`config.mk`:
```
export PLATFORM = sky130hd
export DESIGN_NAME = fp_pack_flat
export DESIGN_NICKNAME = d
export VERILOG_FILES = /design/src/rtl/fp_pack_if.sv /design/src/rtl/fp_pack.sv /design/src/flat_wrapper.sv
export SDC_FILE = /design/constraint.sdc
export NUM_CORES = 1
export LEC_CHECK = 0
export CAP_MARGIN = 20
export CORE_MARGIN = 3
export CORE_UTILIZATION = 49
export CTS_CLUSTER_DIAMETER = 60
export DETAILED_ROUTE_END_ITERATION = 6
export GPL_ROUTABILITY_DRIVEN = 0
export PLACE_DENSITY_LB_ADDON = 0.2
export SLEW_MARGIN = 15
export SYNTH_ARGS = -nofsm -noshare
export SYNTH_HDL_FRONTEND = slang
export SYNTH_SLANG_ARGS = --single-unit
export TNS_END_PERCENT = 50
```
`constraint.sdc`:
```
create_clock -name clk -period 9.7 [get_ports clk]
set_input_delay 0.97 -clock clk [delete_from_list [all_inputs] [get_ports clk]]
set_output_delay 0.97 -clock clk [all_outputs]
set_load 0.05 [all_outputs]
```
`src/rtl/fp_pack_if.sv`:
```
// Handshake bus for the FP pack/round stage.
//   in_*  : unpacked operand from the arithmetic unit (valid/ready)
//   out_* : packed IEEE-754 result plus exception flags (valid/ready)
// master = operand producer / result consumer, slave = fp_pack.
interface fp_pack_if #(
  parameter int unsigned n_exp = 8,
  parameter int unsigned n_sig = 23
);
  logic                      in_valid;
  logic                      in_ready;
  logic                      in_sign;
  logic signed [n_exp+1:0]   in_exp;
  logic [n_sig+3:0]          in_sig;
  logic [5:0]                in_flags;
  logic                      out_valid;
  logic                      out_ready;
  logic [n_exp+n_sig:0]      f;
  logic                      overflow;
  logic                      underflow;
  logic                      inexact;

  modport master (
    output in_valid, in_sign, in_exp, in_sig, in_flags, out_ready,
    input  in_ready, out_valid, f, overflow, underflow, inexact
  );

  modport slave (
    input  in_valid, in_sign, in_exp, in_sig, in_flags, out_ready,
    output in_ready, out_valid, f, overflow, underflow, inexact
  );
endinterface

```
`src/rtl/fp_pack.sv`:
```
// Pack and round stage of the FPU: normalises/denormalises an unpacked
// result one bit per cycle, rounds to nearest-even and emits the IEEE-754
// encoding with overflow/underflow/inexact flags. One operation in flight.
// Ports:
//   clk  - clock
//   rst  - synchronous active-high reset
//   bus  - fp_pack_if.slave: operand in (in_valid/in_ready, in_sign,
//          in_exp, in_sig, in_flags), result out (out_valid/out_ready, f,
//          overflow, underflow, inexact)
// in_flags bit order: [5] snan, [4] qnan, [3] inf, [2] zero, [1] subnorm,
// [0] norm.
module fp_pack #(
  parameter int unsigned n_exp = 8,
  parameter int unsigned n_sig = 23
) (
  input  logic       clk,
  input  logic       rst,
  fp_pack_if.slave   bus
);

  localparam int unsigned sw   = n_sig + 4;          // significand register
  localparam int unsigned fw   = n_exp + n_sig + 1;  // packed result
  // One spare bit above the input exponent width so the carry and round
  // increments at the very top of the input range cannot wrap.
  localparam int unsigned ew   = n_exp + 3;
  localparam int          bias = (1 << (n_exp - 1)) - 1;

  localparam logic signed [ew-1:0] emin_v  = ew'(1 - bias);
  localparam logic signed [ew-1:0] emax_v  = ew'(bias);
  localparam logic signed [ew-1:0] bias_v  = ew'(bias);
  localparam logic signed [ew-1:0] exp_one = ew'(1);

  localparam int unsigned fl_snan = 5;
  localparam int unsigned fl_qnan = 4;
  localparam int unsigned fl_inf  = 3;
  localparam int unsigned fl_zero = 2;

  typedef enum logic [1:0] {IDLE, NORM, ROUND, DONE} state_t;

  state_t                 state, state_n;
  logic                   sign_q, sign_n;
  logic signed [ew-1:0]   exp_q, exp_n;
  logic [sw-1:0]          sig_q, sig_n;
  logic [3:0]             cls_q, cls_n;     // snan, qnan, inf, zero
  logic [fw-1:0]          f_q, f_n;
  logic                   ovf_q, ovf_n;
  logic                   unf_q, unf_n;
  logic                   inx_q, inx_n;
  logic                   in_ready_q;
  logic                   out_valid_q;

  // Rounding temporaries (ROUND state only)
  logic                   up;
  logic [n_sig+1:0]       m;
  logic signed [ew-1:0]   exp_r;
  logic                   inx_r;

  // subnorm/norm class bits are informational; the datapath re-derives them
  logic                   unused_cls;
  assign unused_cls = ^bus.in_flags[1:0];

  // Next-state, datapath and result computation
  always_comb begin
    state_n = state;
    sign_n  = sign_q;
    exp_n   = exp_q;
    sig_n   = sig_q;
    cls_n   = cls_q;
    f_n     = f_q;
    ovf_n   = ovf_q;
    unf_n   = unf_q;
    inx_n   = inx_q;
    up      = 1'b0;
    m       = '0;
    exp_r   = exp_q;
    inx_r   = 1'b0;

    case (state)
      IDLE: begin
        if (bus.in_valid) begin
          state_n = NORM;
          sign_n  = bus.in_sign;
          exp_n   = {{(ew-n_exp-2){bus.in_exp[n_exp+1]}}, bus.in_exp};
          sig_n   = bus.in_sig;
          cls_n   = {bus.in_flags[fl_snan], bus.in_flags[fl_qnan],
                     bus.in_flags[fl_inf], bus.in_flags[fl_zero]};
        end
      end

      NORM: begin
        if (cls_q[3] | cls_q[2]) begin
          // Any NaN collapses to the canonical quiet NaN
          f_n     = {1'b0, {n_exp{1'b1}}, 1'b1, {(n_sig-1){1'b0}}};
          ovf_n   = 1'b0;
          unf_n   = 1'b0;
          inx_n   = 1'b0;
          state_n = DONE;
        end else if (cls_q[1]) begin
          f_n     = {sign_q, {n_exp{1'b1}}, {n_sig{1'b0}}};
          ovf_n   = 1'b0;
          unf_n   = 1'b0;
          inx_n   = 1'b0;
          state_n = DONE;
        end else if (cls_q[0] || (sig_q == '0)) begin
          f_n     = {sign_q, {(fw-1){1'b0}}};
          ovf_n   = 1'b0;
          unf_n   = 1'b0;
          inx_n   = 1'b0;
          state_n = DONE;
        end else if (sig_q[sw-1]) begin
          // Carry out: shift right, jamming the lost bit into sticky
          sig_n = {1'b0, sig_q[sw-1:2], sig_q[1] | sig_q[0]};
          exp_n = exp_q + exp_one;
        end else if (exp_q < emin_v) begin
          // Denormalise; once only sticky remains, further shifts are no-ops
          if (sig_q[sw-1:1] == '0) begin
            exp_n = emin_v;
          end else begin
            sig_n = {1'b0, sig_q[sw-1:2], sig_q[1] | sig_q[0]};
            exp_n = exp_q + exp_one;
          end
        end else if (!sig_q[sw-2] && (exp_q > emin_v)) begin
          sig_n = {sig_q[sw-2:0], 1'b0};
          exp_n = exp_q - exp_one;
        end else begin
          state_n = ROUND;
        end
      end

      ROUND: begin
        // Round to nearest, ties to even: lsb=sig[2], guard=sig[1], sticky=sig[0]
        up    = sig_q[1] & (sig_q[0] | sig_q[2]);
        inx_r = sig_q[1] | sig_q[0];
        m     = {1'b0, sig_q[sw-2:2]} + (n_sig+2)'(up);
        exp_r = exp_q;
        if (m[n_sig+1]) begin
          m     = m >> 1;
          exp_r = exp_q + exp_one;
        end
        if (exp_r > emax_v) begin
          f_n   = {sign_q, {n_exp{1'b1}}, {n_sig{1'b0}}};
          ovf_n = 1'b1;
          unf_n = 1'b0;
          inx_n = 1'b1;
        end else if (m[n_sig]) begin
          f_n   = {sign_q, n_exp'(exp_r + bias_v), m[n_sig-1:0]};
          ovf_n = 1'b0;
          unf_n = 1'b0;
          inx_n = inx_r;
        end else begin
          f_n   = {sign_q, {n_exp{1'b0}}, m[n_sig-1:0]};
          ovf_n = 1'b0;
          unf_n = inx_r;
          inx_n = inx_r;
        end
        state_n = DONE;
      end

      DONE: begin
        if (bus.out_ready) begin
          state_n = IDLE;
        end
      end

      default: state_n = IDLE;
    endcase
  end

  // State and datapath registers; handshake outputs registered from next state
  always_ff @(posedge clk) begin
    if (rst) begin
      state       <= IDLE;
      sign_q      <= 1'b0;
      exp_q       <= '0;
      sig_q       <= '0;
      cls_q       <= '0;
      f_q         <= '0;
      ovf_q       <= 1'b0;
      unf_q       <= 1'b0;
      inx_q       <= 1'b0;
      in_ready_q  <= 1'b1;
      out_valid_q <= 1'b0;
    end else begin
      state       <= state_n;
      sign_q      <= sign_n;
      exp_q       <= exp_n;
      sig_q       <= sig_n;
      cls_q       <= cls_n;
      f_q         <= f_n;
      ovf_q       <= ovf_n;
      unf_q       <= unf_n;
      inx_q       <= inx_n;
      in_ready_q  <= (state_n == IDLE);
      out_valid_q <= (state_n == DONE);
    end
  end

  assign bus.in_ready  = in_ready_q;
  assign bus.out_valid = out_valid_q;
  assign bus.f         = f_q;
  assign bus.overflow  = ovf_q;
  assign bus.underflow = unf_q;
  assign bus.inexact   = inx_q;

endmodule
```
`src/flat_wrapper.sv`:
```
// flat-port wrapper written by rule: the top's interface ports become plain ports
module fp_pack_flat 
#(
  parameter int unsigned n_exp = 8,
  parameter int unsigned n_sig = 23
)
  (clk, rst, bus_in_valid, bus_in_sign, bus_in_exp, bus_in_sig, bus_in_flags, bus_out_ready, bus_in_ready, bus_out_valid, bus_f, bus_overflow, bus_underflow, bus_inexact);
  fp_pack_if #(.n_exp(n_exp), .n_sig(n_sig)) bus_i ();
  input  logic clk;
  input  logic rst;
  input wire logic [$bits(bus_i.in_valid)-1:0] bus_in_valid;
  input wire logic [$bits(bus_i.in_sign)-1:0] bus_in_sign;
  input wire logic [$bits(bus_i.in_exp)-1:0] bus_in_exp;
  input wire logic [$bits(bus_i.in_sig)-1:0] bus_in_sig;
  input wire logic [$bits(bus_i.in_flags)-1:0] bus_in_flags;
  input wire logic [$bits(bus_i.out_ready)-1:0] bus_out_ready;
  output wire logic [$bits(bus_i.in_ready)-1:0] bus_in_ready;
  output wire logic [$bits(bus_i.out_valid)-1:0] bus_out_valid;
  output wire logic [$bits(bus_i.f)-1:0] bus_f;
  output wire logic [$bits(bus_i.overflow)-1:0] bus_overflow;
  output wire logic [$bits(bus_i.underflow)-1:0] bus_underflow;
  output wire logic [$bits(bus_i.inexact)-1:0] bus_inexact;
  assign bus_i.in_valid = bus_in_valid;
  assign bus_i.in_sign = bus_in_sign;
  assign bus_i.in_exp = bus_in_exp;
  assign bus_i.in_sig = bus_in_sig;
  assign bus_i.in_flags = bus_in_flags;
  assign bus_i.out_ready = bus_out_ready;
  assign bus_in_ready = bus_i.in_ready;
  assign bus_out_valid = bus_i.out_valid;
  assign bus_f = bus_i.f;
  assign bus_overflow = bus_i.overflow;
  assign bus_underflow = bus_i.underflow;
  assign bus_inexact = bus_i.inexact;
  fp_pack #(.n_exp(n_exp), .n_sig(n_sig)) u_core (.clk(clk), .rst(rst), .bus(bus_i));
endmodule
```
== Yosys cells after proc, flatten, opt, wreduce, memory -nomap -nowiden ==
Cells that the tools add are included.

* Flip-flop bits (word level): 82
* Bits in latches: 0
* Bits in writable memories: 0
* ROM bits: 0
* Memories: 0

* Add/subtract/negate cells: 4
* $mul: 0
* Divide/modulo/power cells: 0
* Magnitude comparators: 3
* Equality and inequality tests: 11
* Shifts and indexed selects: 0
* Multiplexer cells: 47
* Bitwise logic cells: 4
* Reductions and logical operators: 14

{| class="wikitable"
|+ Operator list
! kind !! number
|-
| $mux W27 || 7
|-
| $mux W11 || 10
|-
| $mux W32 || 3
|-
| $pmux W32 S2 || 1
|-
| $mux W31 || 2
|-
| $pmux W27 S2 || 1
|-
| $mux W24 || 2
|-
| $logic_not A27 Y1 || 1
|-
| $logic_not A26 Y1 || 1
|-
| $mux W26 || 1
|-
| $add A24 B1 Y25 || 1
|-
| $gt A11 B8 Y1 const B || 2
|-
| $pmux W11 S2 || 1
|-
| $mux W2 || 8
|-
| $add A11 B2 Y11 const B || 1
|-
| $lt A11 B8 Y1 const B || 1
|-
| $sub A11 B2 Y11 const B || 1
|-
| $add A8 B8 Y8 const B || 1
|-
| $ne A2 B2 Y1 const B || 4
|-
| $ne A4 B1 Y1 const B || 2
|-
| $pmux W2 S4 || 1
|-
| $mux W1 || 7
|-
| $reduce_and A7 Y1 || 1
|-
| $eq A2 B2 Y1 const B || 3
|-
| 13 further kinds || 20
|}

== Logic depth before layout (Yosys ltp) ==
* Word-level depth: 10
* Depth in mapped cells: 20
* Gate-level depth less buffers: 17

== Least setup slack after synthesis ==
OpenSTA, ideal clock, no wires.

* Path type: register to register
* From: register u_core.sig_q[2]
* To: register u_core.f_q[11] (netlist: u_core.bus.f[11])
* Arrival time: 3712 ps
* Required time: 9583 ps
* Slack: 5870 ps
* Stages on the path, launching flop included: 20
* Buffers on the path: 3
* Period minus slack after synthesis: 3830 ps
* Cells stage by stage: dfxtp_1 > o21a_1 > ha_1 > ha_1 > nand4_1 > nor4_4 > buf_6 > and2_1 > buf_2 > xnor2_1 > inv_1 > ha_1 > or4bb_1 > nor2_1 > o2111a_1 > o22ai_1 > a21oi_2 > nor4_4 > buf_2 > a32o_1

* Longest elaborated chain between the ends: 8
* Elaborated cells between the ends (all ways): 15
* Classes of those cells: add/sub (1); order compare (1); eq/ne (1); mux (7); bitwise (2); reduce/logical (3)

{| class="wikitable"
|+ Ends and longest elaborated chain
! what !! line !! RTL
|-
| start: declaration || fp_pack.sv:43 || <nowiki>logic [sw-1:0] sig_q, sig_n;</nowiki>
|-
| start signal: assignment || fp_pack.sv:187 || <nowiki>sig_q <= sig_n;</nowiki>
|-
| $or A1 B1 Y1 || fp_pack.sv:132 || <nowiki>up = sig_q[1] & (sig_q[0] | sig_q[2]);</nowiki>
|-
| $and A1 B1 Y1 || fp_pack.sv:132 ||
|-
| $add A24 B1 Y25 || fp_pack.sv:134 || <nowiki>m = {1'b0, sig_q[sw-2:2]} + (n_sig+2)'(up);</nowiki>
|-
| $mux W11 or $mux W24 (tied branches) || fp_pack.sv:136 || <nowiki>if (m[n_sig+1]) begin</nowiki>
|-
| $mux W11 or $mux W24 (tied branches) || fp_pack.sv:78 || <nowiki>case (state)</nowiki>
|-
| $gt A11 B8 Y1 or $mux W31 (tied branches) || fp_pack.sv:140, fp_pack.sv:145 ||
|-
| $mux W31 || fp_pack.sv:140 || <nowiki>if (exp_r > emax_v) begin</nowiki>
|-
| $pmux W32 S2 || fp_pack.sv:78 ||
|-
| end signal: assignment || fp_pack.sv:189 || <nowiki>f_q <= f_n;</nowiki>
|-
| end: declaration || fp_pack.sv:45 || <nowiki>logic [fw-1:0] f_q, f_n;</nowiki>
|}

Parallel ways exist; a longest one is shown, timed or not. The select of a mux whose other input is x is not followed.
A chain may end at the register's enable or synchronous reset.

== Final worst setup path ==
* From: register u_core.sig_q[2]
* To: register u_core.f_q[7] (netlist: u_core.bus.f[7])

Same word-level chain as after synthesis.

==> flow_summary.ini <==
[cts]
post_cts_resized = 0
insertion_delay_ns = 0.36
cts_tree = yes
numClockSinks = 82
post_cts_buffers = 0
clockRootBuffer = clkbuf_8
cts_hold_buf = 0
cts_max_level = 3
cts.clk_slew.worst_paths_ns = 0.09
clockBufferDepth = 2
cts_buffers = 9

[detailed_routing]
vias_per_cell = 6.43
ant_nets = 0
wire_per_inst_um = 17.6
vias = 5325
first_pass_iters = 5
routed_wl_mm = 14.6
drtIter0Drc = 579
drc = 0

[synth]
synth_edf_count = 0
syn_inst = 662
yosys_warnings = 0
avgSynthCellArea_um2 = 8.23
synth_area_um2 = 5450
synth.distinct_cells = 80
seq_area_frac_synth = 0.301
async_reset_ff_frac = 0
synthFlopType = dfxtp_1
synth-seq-cells = 82
synth_nets = 722

[critical_path]
critPathSlowestCell = or4bb_1
critical_path_class = reg2reg
cpLargestDelayFamily = simple AND/OR/NAND/NOR gates
cpMostUsedCell = ha_1
worst-path-max-fanout = 25
critical-path-max-stage-delay_ns = 0.48
cp-end-kind = register
timing.rr.start = u_core.sig_q[2]
cp-startpoint = u_core.sig_q[2]
cp.arrival_ns = 4.62
required_ns = 9.95
cp_num_buf_inv = 3
startpoint_type = register
path_cells = o21a_1 > ha_1 > ha_1 > nand4_1 > nor4_4 > buf_4 > and2_1 > xnor2_1 > inv_1 > ha_1 > or4bb_1 > nor2_1 > o2111a_1 > o22ai_1 > a21oi_2 > nor4_4 > buf_6 > a32o_1

[sta]
clock.fmax_mhz = 229
drv_slew = 0
rsz0062_at_grt = no
finalHoldViolations = 0
fin_worst_skew_ns = 0.00811
slew-limit-headroom = 0.323
setup_viol = 0
min_period_ns = 4.36
final.setup.tns_ns = 0
min_period_over_period = 0.450
tightestPinTransition_ns = 1.01

[power_and_ir_drop]
pwr-share-clk = 0.168
combinationalPowerShare = 0.470
p_sw_frac = 0.462
p_sw_mw = 0.690
power_density_nw_per_um2 = 236
power_leakage_nw = 2.30
irDropWorstVdd_uv = 108
p_int_mw = 0.805
p_seq_frac = 0.363

[final_layout]
drive_gt1_frac = 0.0997
mostFrequentLayoutCell = dfxtp_1
num-fill-cells = 983
area_delta_synth_final_pct = 16.2
num_antenna_cells = 0
nets = 747
final_cell_mix = dfxtp_1, clkdlybuf4s50_1, nor2_1, nand2_1, a21oi_1
final_util = 0.600

[global_route]
antenna_found_initial = 0
grt_pass1_vias = 4782
grt_overflow = 0
gr-usage-all-layers = 0.228
grt_pass1_wl_mm = 24.1
grt_max_degree = 57

[placed_design]
hpwl_mm = 10.3
io_buffers = 82

[floorplan]
start_util = 0.516
dieArea_um2 = 12400
core_um2 = 10600
num_io_pins = 85
die_w_um = 111
row_count = 37
die_h_um = 111

[run_status]
status = finished clean

[job]
cap_violations = 0

[worst_hold_path]
hp-start = u_core.bus.f[31]
hold_path.class = reg2reg
metal layers:
| metal | part of all wire | wire length, µm | track usage | up-vias |
|---|---|---|---|---|
| li1 | - | - | - | 2553 |
| met4 | 0.020 | 295 | 0.0673 | 0 |
| met2 | 0.42 | 6180 | 0.333 | 247 |
| met1 | 0.48 | 6950 | 0.344 | 2496 |
| met5 | 0 | 0 | 0 | - |
| met3 | 0.082 | 1200 | 0.0370 | 29 |
flip-flops by register name (all words and copies together), names as in the netlist:
register              cells
u_core.bus.inexact        1
u_core.sign_q             1
u_core.bus.out_valid      1
u_core.sig_q             27
u_core.cls_q              4
u_core.bus.f             32
u_core.bus.overflow       1
u_core.bus.underflow      1
u_core.exp_q             11
u_core.state              2
u_core.bus.in_ready       1
metrics by stage:
stage                     cells  hold WS (ns)  power, mW  setup slack, ns  cell area [µm²]
after floorplan             662         0.436       1.09             5.87             5450
after global placement      810         0.440       1.21             5.50             6120
after detailed placement    810         0.445       1.23             5.43             6120
after CTS                   826         0.457       1.48             5.41             6310
after global routing        828         0.486       1.59             5.00             6340
final                       828         0.454       1.50             5.34             6340
cell families (layout without fill, tap and decap cells):
family	after synthesis	count (layout)	synth area share
compound gates	199	199	0.290
xor+xnor	38	38	0.0624
fa+ha+maj	12	12	0.0275
buf+inv	93	123	0.0799
flops	82	82	0.301
mux	4	4	0.00734
simple gates	234	234	0.232
area by class of cell:
class	count	area, µm²	area share
inverter	15	56.3	0.00888
timing repair buffer	92	902	0.142
sequential	82	1640	0.259
clock buffer	10	128	0.0201
clock inverter	6	65.1	0.0103
tap	136	170	0.0269
multi-input combinational	487	3370	0.532
Yosys cell counts, drive strengths merged (17+ instances only):
master	count	area share
dfxtp	82	0.30
nor2	59	0.041
nand2	45	0.031
buf	39	0.043
clkbuf	39	0.027
nor4	32	0.043
a21oi	31	0.029
nand3	30	0.029
a31o	27	0.043
a221oi	25	0.041
xnor2	20	0.034
xor2	18	0.029
o21ai	17	0.016
tightest hold or removal path, cell delays in order (launching register included):
cell,delay [ns]
dfxtp_1,0.32
nand2_1,0.05
a21oi_1,0.05
final timing paths:
path	end	slack (ns)	cells after the start
setup reg to reg	u_core.bus.f[7]	5.34	18
setup / recovery	u_core.bus.f[7]	5.34	18
hold reg to reg	u_core.bus.f[31]	0.45	2
hold / removal	u_core.bus.f[31]	0.45	2
power by group through the flow:
stage,logic (mW),clock network [mW],registers (mW)
2_1_floorplan,0.623,0,0.464
3_3_place_gp,0.671,0,0.537
3_5_place_dp,0.686,0,0.542
4_1_cts,0.691,0.254,0.535
5_1_grt,0.774,0.267,0.553
6_report,0.702,0.251,0.542
Power figures use the tool's default switching activity.
==> variant (config.mk and constraints unchanged) <==
`n_sig` is set to 23 in 3 places; all go to 46.
--- a/src/rtl/fp_pack_if.sv
+++ b/src/rtl/fp_pack_if.sv
@@ -4,7 +4,7 @@
 // master = operand producer / result consumer, slave = fp_pack.
 interface fp_pack_if #(
   parameter int unsigned n_exp = 8,
-  parameter int unsigned n_sig = 23
+  parameter int unsigned n_sig = 46
 );
   logic                      in_valid;
   logic                      in_ready;
--- a/src/rtl/fp_pack.sv
+++ b/src/rtl/fp_pack.sv
@@ -11,7 +11,7 @@
 // [0] norm.
 module fp_pack #(
   parameter int unsigned n_exp = 8,
-  parameter int unsigned n_sig = 23
+  parameter int unsigned n_sig = 46
 ) (
   input  logic       clk,
   input  logic       rst,
--- a/src/flat_wrapper.sv
+++ b/src/flat_wrapper.sv
@@ -2,7 +2,7 @@
 module fp_pack_flat 
 #(
   parameter int unsigned n_exp = 8,
-  parameter int unsigned n_sig = 23
+  parameter int unsigned n_sig = 46
 )
   (clk, rst, bus_in_valid, bus_in_sign, bus_in_exp, bus_in_sig, bus_in_flags, bus_out_ready, bus_in_ready, bus_out_valid, bus_f, bus_overflow, bus_underflow, bus_inexact);
   fp_pack_if #(.n_exp(n_exp), .n_sig(n_sig)) bus_i ();
Ports: changed (resized bus_f and bus_in_sig); port bits go from 85 to 131. No check against the original RTL was run, so the function may have changed too.
==> variant against the unedited design <==
  * Total power grew 97%
  * Sequential share of layout area grew 1.4 points
  * Worst setup slack lost 0.52 ns
  * Cell count grew 50%
  * Design area grew 48%
  * Clock power grew 140%
  * Fmax shrank 11%
  * Critical path depth shrank 6
  * Synthesized cell count grew 48%
  * Worst hold slack lost 0.0091 ns
  * Sequential cell count grew 46
  * Clock skew grew 0.0023 ns
  * Routed wire length grew 58%
  * Synthesized area grew 41%
==> variant: results (changes against the unedited design) <==
| Metric | Value |
|---|---|
| GRT met3 Usage | `6.74% (+3.0 points)` |
| Seq area share | `27.3% (+1.4 points)` |
| Synth top cells by count | `nand2_1, dfxtp_1, clkbuf_1` |
| First-pass GRT wire length | `37,100 µm (+54%)` |
| Slowest cell delay on critical path | `0.81 ns (+0.33 ns)` |
| Met3 Routed Length | `2080 µm (+74%)` |
| Compound-gate portion of the synthesized area | `29.5% (+0.47 points)` |
| Die X | `131 µm (+18%)` |
| Worst-skew pair later-pin latency | `0.43 ns (+0.07 ns)` |
| Clock skew | `0.0104 ns (+0.00225 ns)` |
| Fraction of area in multi-input gates | `49.2% (-4.1 points)` |
| Post-place setup slack | `4.90 ns (-0.527 ns)` |
| Multiplexer share of the synthesized area | `0.407% (-0.33 points)` |
| H-tree levels | `4 (+1)` |
| Layout cells sized above 1 | `5.31% (-4.7 points)` |
| Slowest-stage cell, CP | `a211o_1` |
| Top_reg_cell synth | `dfxtp_1` |
| Register-to-Register Path Depth | `12 (-6)` |
| Worst reg-to-reg setup slack | `4.82 ns (-0.52 ns)` |
| GRT met2 Usage | `38.5% (+5.2 points)` |
| Diode count | `0 (unchanged)` |
| Synth Area in XOR/XNOR | `6.38% (+0.13 points)` |
| Sequential share of the synthesized area | `33.3% (+3.2 points)` |
| Metal2 WL | `10,200 µm (+65%)` |
| DR pass1 iterations | `5 (unchanged)` |
| WL/cell | `18.6 µm (+5.1%)` |
| Post_cts resized | `0 (unchanged)` |
| CLK BUF | `26 (+16)` |
| # nets final | `1,105 (+48%)` |
| Post-DP HPWL | `15,200 µm (+48%)` |
| Clock buffer count from CTS | `17 (+8)` |
| Worst VDD drop | `0.162 mV (+49%)` |
| Status | `finished, final reports clean` |
| Clock-cell share | `5.71% (+2.7 points)` |
| WL met1 | `10,400 µm (+50%)` |
| Largest net degree at the start of global routing | `84 (+47%)` |
| Tcrit/Tclk final | `50.4% (+5.4 points)` |
| Vias post-DR | `7,760 (+46%)` |
| Adder-cell share of the synthesized area | `1.95% (-0.80 points)` |
| Vias in the first global route | `6,868 (+44%)` |
| CP arrival | `5.15 ns (+0.53 ns)` |
| Buffers excl. clock | `138 (+50%)` |
| Multi-input gates | `723 (+48%)` |
| Met1 GRT Util | `37.8% (+3.4 points)` |
| Fillers | `1,375 (+40%)` |
| Synth area leaders | `dfxtp_1, nand2_1, a221o_1` |
| Crit path capture | `u_core.bus.f[20]` |
| DRT iter0 DRCs | `811 (+40%)` |
| Non-clk buf share | `14.5% (+0.27 points)` |
| Non-CTS inverters | `14 (-1)` |
| Worst-margin pin slew | `0.974 ns (-0.0404 ns)` |
| Post-synthesis cell type count | `62 (-23%)` |
| Max reg flops | `55 (+72%)` |
| Clk slew on worst S/H paths | `0.05 ns (-0.04 ns)` |
| Leak | `3.25 nW (+42%)` |
| Total Routing Usage GR | `26.2% (+3.3 points)` |
| Clk root buf | `clkbuf_16` |
| Worst hold slack | `0.445 ns (-0.00915 ns)` |
| CP max FO | `21 (-16%)` |
-- variant: cell count changes after synthesis, sizes merged, moves of 19 or more --
cell,unedited run,this run
a221oi,25,6
o211ai,4,51
a21oi,31,84
a31o,27,1
nand2,45,140
dfxtp,82,128
a221o,2,49
clkbuf,39,87
o21ai,17,42
-- variant: through the flow --
| step | util [%] | cells | area [µm²] |
|---|---|---|---|
| floorplan | - | 978 | 7690 |
| global placement | 57.9 | 1213 | 8840 |
| detailed placement | 57.9 | 1213 | 8840 |
| CTS | 61.5 | 1245 | 9380 |
| global route | 61.6 | 1246 | 9400 |
| finish | 61.6 | 1246 | 9400 |
-- variant: worst min-delay path by stage --
stage,from,endpoint,cells after the start
after CTS,u_core.bus.f[2],u_core.bus.f[2],2
after detailed placement,u_core.bus.f[2],u_core.bus.f[2],2
after floorplan,u_core.cls_q[0],u_core.cls_q[0],2
after global routing,u_core.bus.f[14],u_core.bus.f[14],2
after global placement,u_core.bus.f[2],u_core.bus.f[2],2
final,u_core.bus.f[2],u_core.bus.f[2],2
-- variant: critical path, delay by kind of cell, from the launching register on --
family / cells / cell delay, ns
AOI/OAI and AO/OA: 6 / 2.33
and+or+nand+nor: 3 / 1.52
DFF: 1 / 0.42
adders and majority gates: 2 / 0.37
buffers and inverters: 1 / 0.08
-- variant: power by group --
part | internal (mW) | switching (mW) | leakage, nW
Combinational | 0.541 | 0.895 | 1.94
Sequential | 0.656 | 0.260 | 1.04
Clock | 0.364 | 0.233 | 0.262
Total | 1.56 | 1.39 | 3.25
-- variant: kinds of logic after synthesis --
family,after synthesis
AO/OA/AOI/OAI,312
flip-flops,128
adder cells (fa/ha/maj),12
XOR/XNOR,56
AND/OR/NAND/NOR,340
buffers and inverters,127
multiplexers,3
